[src/rtl/dcache_pkg.sv]
// Shared state type and line-geometry constants for the write-through
// data-cache miss/store controller.
package dcache_pkg;

  typedef enum logic [2:0] {
    ST_IDLE,
    ST_REFILL,
    ST_COMMIT,
    ST_STORE,
    ST_RELEASE
  } dcache_state_t;

  localparam int unsigned DEF_DATA_WIDTH     = 32;
  localparam int unsigned DEF_WORDS_PER_LINE = 4;

  function automatic int unsigned line_off_w(input int unsigned words,
                                             input int unsigned dw);
    return $clog2(words * (dw / 8));
  endfunction

  function automatic int unsigned word_idx_w(input int unsigned words);
    return $clog2(words);
  endfunction

  localparam int unsigned LINE_OFF_W = line_off_w(DEF_WORDS_PER_LINE, DEF_DATA_WIDTH);
  localparam int unsigned WORD_IDX_W = word_idx_w(DEF_WORDS_PER_LINE);

endpackage

[src/rtl/dcache_refill_ctrl.sv]
// Memory-stage miss/store controller: load misses become line refills,
// stores become posted write-through requests; stallmem freezes the pipe.
module dcache_refill_ctrl
  import dcache_pkg::*;
#(
  parameter int unsigned ADDR_WIDTH     = 32,
  parameter int unsigned DATA_WIDTH     = 32,
  parameter int unsigned WORDS_PER_LINE = 4
) (
  input  logic                              clk,
  input  logic                              rst_n,
  input  logic                              memreadm,
  input  logic                              memwritem,
  input  logic                              hitm,
  input  logic [ADDR_WIDTH-1:0]             addrm,
  input  logic [DATA_WIDTH-1:0]             writedatam,
  output logic                              stallmem,
  output logic                              mem_req,
  output logic                              mem_we,
  output logic [ADDR_WIDTH-1:0]             mem_addr,
  output logic [DATA_WIDTH-1:0]             mem_wdata,
  input  logic                              mem_ack,
  input  logic [DATA_WIDTH-1:0]             mem_rdata,
  output logic                              fill_we,
  output logic [$clog2(WORDS_PER_LINE)-1:0] fill_word_idx,
  output logic [DATA_WIDTH-1:0]             fill_data,
  output logic                              fill_tag_we
);

  localparam int unsigned IDX_W  = word_idx_w(WORDS_PER_LINE);
  localparam int unsigned OFF_W  = line_off_w(WORDS_PER_LINE, DATA_WIDTH);
  localparam int unsigned BYTE_W = $clog2(DATA_WIDTH / 8);

  localparam logic [ADDR_WIDTH-1:0] WORD_MASK  = {ADDR_WIDTH{1'b1}} << BYTE_W;
  localparam logic [ADDR_WIDTH-1:0] LINE_MASK  = {ADDR_WIDTH{1'b1}} << OFF_W;
  localparam logic [ADDR_WIDTH-1:0] WORD_BYTES = ADDR_WIDTH'(DATA_WIDTH / 8);
  localparam logic [IDX_W-1:0]      LAST_IDX   = IDX_W'(WORDS_PER_LINE - 1);

  dcache_state_t           state_q, state_d;
  logic [IDX_W-1:0]        cnt_q, cnt_d;
  logic                    mem_req_q, mem_req_d;
  logic                    mem_we_q, mem_we_d;
  logic [ADDR_WIDTH-1:0]   mem_addr_q, mem_addr_d;
  logic [DATA_WIDTH-1:0]   mem_wdata_q, mem_wdata_d;

  always_comb begin
    state_d     = state_q;
    cnt_d       = cnt_q;
    mem_req_d   = mem_req_q;
    mem_we_d    = mem_we_q;
    mem_addr_d  = mem_addr_q;
    mem_wdata_d = mem_wdata_q;

    unique case (state_q)
      ST_IDLE: begin
        // A store wins over a simultaneous load; no write-allocate.
        if (memwritem) begin
          state_d     = ST_STORE;
          mem_req_d   = 1'b1;
          mem_we_d    = 1'b1;
          mem_addr_d  = addrm & WORD_MASK;
          mem_wdata_d = writedatam;
        end else if (memreadm && !hitm) begin
          state_d    = ST_REFILL;
          mem_req_d  = 1'b1;
          mem_we_d   = 1'b0;
          mem_addr_d = addrm & LINE_MASK;
          cnt_d      = '0;
        end
      end

      ST_REFILL: begin
        if (mem_ack) begin
          cnt_d = cnt_q + IDX_W'(1);
          if (cnt_q == LAST_IDX) begin
            state_d   = ST_COMMIT;
            mem_req_d = 1'b0;
          end else begin
            // Address held as a running pointer: equals base + cnt*word_bytes.
            mem_addr_d = mem_addr_q + WORD_BYTES;
          end
        end
      end

      ST_COMMIT: state_d = ST_IDLE;

      ST_STORE: begin
        if (mem_ack) begin
          state_d   = ST_RELEASE;
          mem_req_d = 1'b0;
          mem_we_d  = 1'b0;
        end
      end

      ST_RELEASE: state_d = ST_IDLE;

      default: begin
        state_d   = ST_IDLE;
        mem_req_d = 1'b0;
        mem_we_d  = 1'b0;
      end
    endcase
  end

  always_ff @(posedge clk or negedge rst_n) begin
    if (!rst_n) begin
      state_q     <= ST_IDLE;
      cnt_q       <= '0;
      mem_req_q   <= 1'b0;
      mem_we_q    <= 1'b0;
      mem_addr_q  <= '0;
      mem_wdata_q <= '0;
    end else begin
      state_q     <= state_d;
      cnt_q       <= cnt_d;
      mem_req_q   <= mem_req_d;
      mem_we_q    <= mem_we_d;
      mem_addr_q  <= mem_addr_d;
      mem_wdata_q <= mem_wdata_d;
    end
  end

  assign mem_req       = mem_req_q;
  assign mem_we        = mem_we_q;
  assign mem_addr      = mem_addr_q;
  assign mem_wdata     = mem_wdata_q;

  assign fill_we       = (state_q == ST_REFILL) && mem_ack;
  assign fill_word_idx = cnt_q;
  assign fill_data     = mem_rdata;
  assign fill_tag_we   = (state_q == ST_COMMIT);

  // RELEASE deliberately ignores memwritem so the store is not reissued.
  assign stallmem = ((state_q != ST_IDLE) && (state_q != ST_RELEASE)) ||
                    ((state_q == ST_IDLE) && (memwritem || (memreadm && !hitm)));

endmodule

[config.mk]
export PLATFORM = sky130hd
export DESIGN_NAME = dcache_refill_ctrl
export DESIGN_NICKNAME = d
export VERILOG_FILES = /design/src/rtl/dcache_pkg.sv /design/src/rtl/dcache_refill_ctrl.sv
export SDC_FILE = /design/constraint.sdc
export NUM_CORES = 1
export LEC_CHECK = 0
export ABC_AREA = 1
export CORE_MARGIN = 10
export CORE_UTILIZATION = 62
export CTS_BUF_LIST = sky130_fd_sc_hd__clkbuf_16
export DETAILED_ROUTE_END_ITERATION = 6
export DONT_BUFFER_PORTS = 1
export PLACE_DENSITY_LB_ADDON = 0.1
export SETUP_SLACK_MARGIN = 0.15
export SLEW_MARGIN = 20
export SYNTH_ARGS = -nofsm -noshare
export SYNTH_HDL_FRONTEND = slang
export SYNTH_SLANG_ARGS = --single-unit
[constraint.sdc]
create_clock -name clk -period 1.8 [get_ports clk]
set_input_delay 0.18 -clock clk [delete_from_list [all_inputs] [get_ports clk]]
set_output_delay 0.18 -clock clk [all_outputs]
set_load 0.01 [all_outputs]
==> results by group <==
CTS
  – Htree depth: 3
  – Clk buf depth: 2
  – Root buf cell: clkbuf_16
  – TritonCTS clock tree: built
  – Number of hold buffers added after CTS: 32
  – Worst-path clk slew: roughly 0.06 ns
  – Clock sinks: 69
  – Clk Latency, worst-skew pair: about 0.33 ns
  – Inserted Clock Buffers: 9

Run status
  – Violated checks: hold timing
  – Outcome: complete, but fails checks

Synth
  – Post-synthesis cell count: around 600
  – Yosys cell types: 28
  – Yosys reg bits: 69
  – Yosys warnings: 0
  – Fraction of the mapped netlist area in adder cells: 0.596%
  – Mapped cell area: 4200 um^2
  – Register area share after synthesis: between 40% and 50%
  – Synth Area in Simple Gates: 39.3%
  – Post-synth top area cell: dfrtp_1
  – Compound-Gate Fraction of Synth Area: under 10%
  – Yosys top cell area share: 41.2%
  – Xor/xnor cell area share of the yosys netlist: 1.25%
  – Ranking of synthesized cells by area: dfrtp_1, nand2_1, nor2_1, buf_4, nand3_1
  – Avg Cell Area, Syn: roughly 6.8 um^2
  – Mux contribution to synthesized area: 0%
  – Largest family of logic cells by synthesized area: simple AND/OR/NAND/NOR gates

Drt
  – Initial DRC count: 211
  – Routed WL: 11700 um
  – DRT Pass-1 Iters: 5
  – Remaining antenna violation count after routing: 0
  – Top Layer Used: met4
  – Vias per cell: 5.42
  – Routed length per instance: 16.7 um
  – Via count: 3813
  – DRC: 0
  – WL met1: 4380 um
  – Met3 routed WL: 1470 um
  – Met2 WL: roughly 5600 um

Power
  – P_sw: between 4 and 5 mW
  – P_int: 4.74 mW
  – Pwr/cell area: 1910 nW/um^2
  – Sw Ratio: 47.9%
  – Combinational fraction of design power: 43.1%
  – Pleak: 2.30 nW
  – Worst VDD drop: 1.03 mV
  – Part of the power in the clock network: 17.5%
  – Seq pwr share: 39.4%

Timing
  – RSZ-0062 raised after global routing: true
  – Period utilization: 86.2%
  – Fin. Hold Viols: 69
  – Slew Viols, Final: 0
  – Worst setup margin: ~0.25 ns
  – Post-Route Setup TNS: 0 ns
  – Final worst path period need: 1.55 ns
  – Max Clock Freq: 645 MHz
  – Hold WS: -0.455 ns
  – Clock skew: 0.00747 ns
  – # setup viols final: 0

Worst setup path
  – Critical Path Sink Type: register
  – R2r endpoint: mem_addr[12]
  – Worst reg2reg startpoint: state_q[0]
  – Worst-path fanout max: 26
  – Required time worst endpoint: 2.01 ns
  – Critical path type: register to register
  – CP startpoint kind: register
  – R2R cell count: 9
  – Worst Path Arrival: 1.76 ns
  – Worst reg2reg setup slack: 0.25 ns

Placement
  – Post-DP HPWL: 8220 um
  – I/O Buffers: 0
  – Placed Cells: 656
  – Final Wtd Congestion: 0.912
  – DP Worst Slack: 0.115 ns

Die
  – Core area: between 6000 and 7000 um^2
  – Initial Util: around 65%
  – I/O pin total: 205
  – Die area: between 10000 and 15000 um^2
  – Die width: about 100 um
  – Row count: 29
  – Die Height: 102 um

Cells and area
  – Final std cells w/o fill: 704
  – Ratio of cells with drive above 1 in the final layout: 12.0%
  – Util after Layout: 73.7%
  – Ant diodes: 0
  – Fillcell total: 498
  – Synthesis-to-layout area growth: 13.4%
  – # nets final: 726

GRT
  – Overflow left after global routing: 0
  – First-pass GRT wire length: 18900 um
  – Initial antenna violation count: 0
  – Vias in the first global route: 3858
  – Pin count of the biggest net entering global routing: 70
  – GRT Total Usage: ~23%

Worst hold path
  – Tightest Hold Check Type: input port to asynchronous set/reset pin

Flow run
  – Max Cap Viol: 0
worst max-delay path by stage:
| stage | start | to | depth (start not counted) |
|---|---|---|---|
| 6_report | state_q[0] | mem_addr[12] | 9 |
| 5_1_grt | mem_addr[2] | mem_addr[18] | 9 |
| 4_1_cts | state_q[1] | mem_addr[15] | 10 |
| 3_5_place_dp | state_q[1] | mem_addr[4] | 9 |
| 3_3_place_gp | state_q[1] | mem_addr[4] | 9 |
| 2_1_floorplan | mem_addr[3] | mem_addr[26] | 10 |
kinds of logic (layout without fill, tap and decap cells):
kind of cell | after synthesis | after routing
and+or+nand+nor | 406 | 406
buffers and inverters | 92 | 103
AOI/OAI and AO/OA | 39 | 39
xor gates and xnor gates | 6 | 6
adders and majority gates | 2 | 2
DFF | 69 | 69
other | 1 | 2
layer usage:
layer / GRT usage [%] / vias up
met5: 0 / -
met3: 10.3 / 29
met4: 9.76 / 0
met2: 37.5 / 176
li1: - / 1865
met1: 25.2 / 1743
through the flow:
| step | power, mW | instance area (um^2) |
|---|---|---|
| floorplan | 6.41 | 4200 |
| global placement | 7.12 | 4070 |
| detailed placement | 7.31 | 4070 |
| finish | 9.11 | 4760 |
| CTS | 9.01 | 4670 |
| global route | 9.94 | 4760 |
synth_stat cells:
master	number
xnor2_1	5
ha_1	2
clkbuf_1	3
nor2_2	3
xor2_1	1
nor2_4	5
o21ai_0	18
and2_1	2
o21a_1	2
nand2_1	254
o21ai_1	11
nand2_2	3
a21oi_1	4
inv_2	3
inv_4	1
inv_1	36
o21bai_1	1
buf_2	9
nand3_1	34
dfrtp_1	69
nand2_4	3
buf_4	35
o31ai_1	2
o211ai_1	1
buf_6	5
nand4_1	1
nor2_1	101
conb_1	1
final cells by class:
cell class	instances	area [um^2]	area share (%)
multi-input combinational	455	2010	42.3
sequential	69	1740	36.6
timing repair buffer	47	474	9.97
clock buffer	9	225	4.73
inverter	40	168	3.52
tap	77	96.3	2.02
clock inverter	7	42.5	0.894
worst max-delay path: stages, from the launching register on:
cell and delay, ns:
dfrtp_1 0.46, nor2_4 0.18, nand2_4 0.09, nor2_4 0.14, nor2_4 0.05, nand2_4 0.14, buf_12 0.18, nor2_1 0.05
o21ai_1 0.08, nand2_1 0.07
power groups by stage:
stage | Combinational (mW) | Clock, mW | Sequential, mW
5_1_grt | 4.51 | 1.69 | 3.74
4_1_cts | 3.83 | 1.61 | 3.57
3_5_place_dp | 3.75 | 0 | 3.56
6_report | 3.92 | 1.59 | 3.59
3_3_place_gp | 3.56 | 0 | 3.56
2_1_floorplan | 3.11 | 0 | 3.30
placed cells by master, fill, tap and decap left out, types with 3 or more instances in the layout:
cell type and count:
clkbuf_16 9, xnor2_1 5, o21ai_1 13, dfrtp_1 58, buf_4 11, dlygate4sd3_1 32
nand2_4 3, inv_1 36, nand2_2 6, clkinv_2 5, o21ai_0 16, nor2_4 10
nor2_2 7, dfrtp_2 11, nand2_1 251, buf_12 3, a21oi_1 4, nor2_1 92
nand3_1 32
sequential cells by signal, indices dropped and copies added, names as in the netlist:
signal         flops
fill_word_idx      2
mem_addr          30
mem_req            1
mem_wdata         32
mem_we             1
state_q            3
what timing repair did:
action                                  in CTS  in global routing
resized for setup                            4                 35
cloned                                       0                  0
pin swaps                                    0                  2
endpoints found under the setup margin       4                 26
buffers inserted                             0                  0
endpoints found under the hold margin      101                 69
Power figures use the tool's default switching activity.
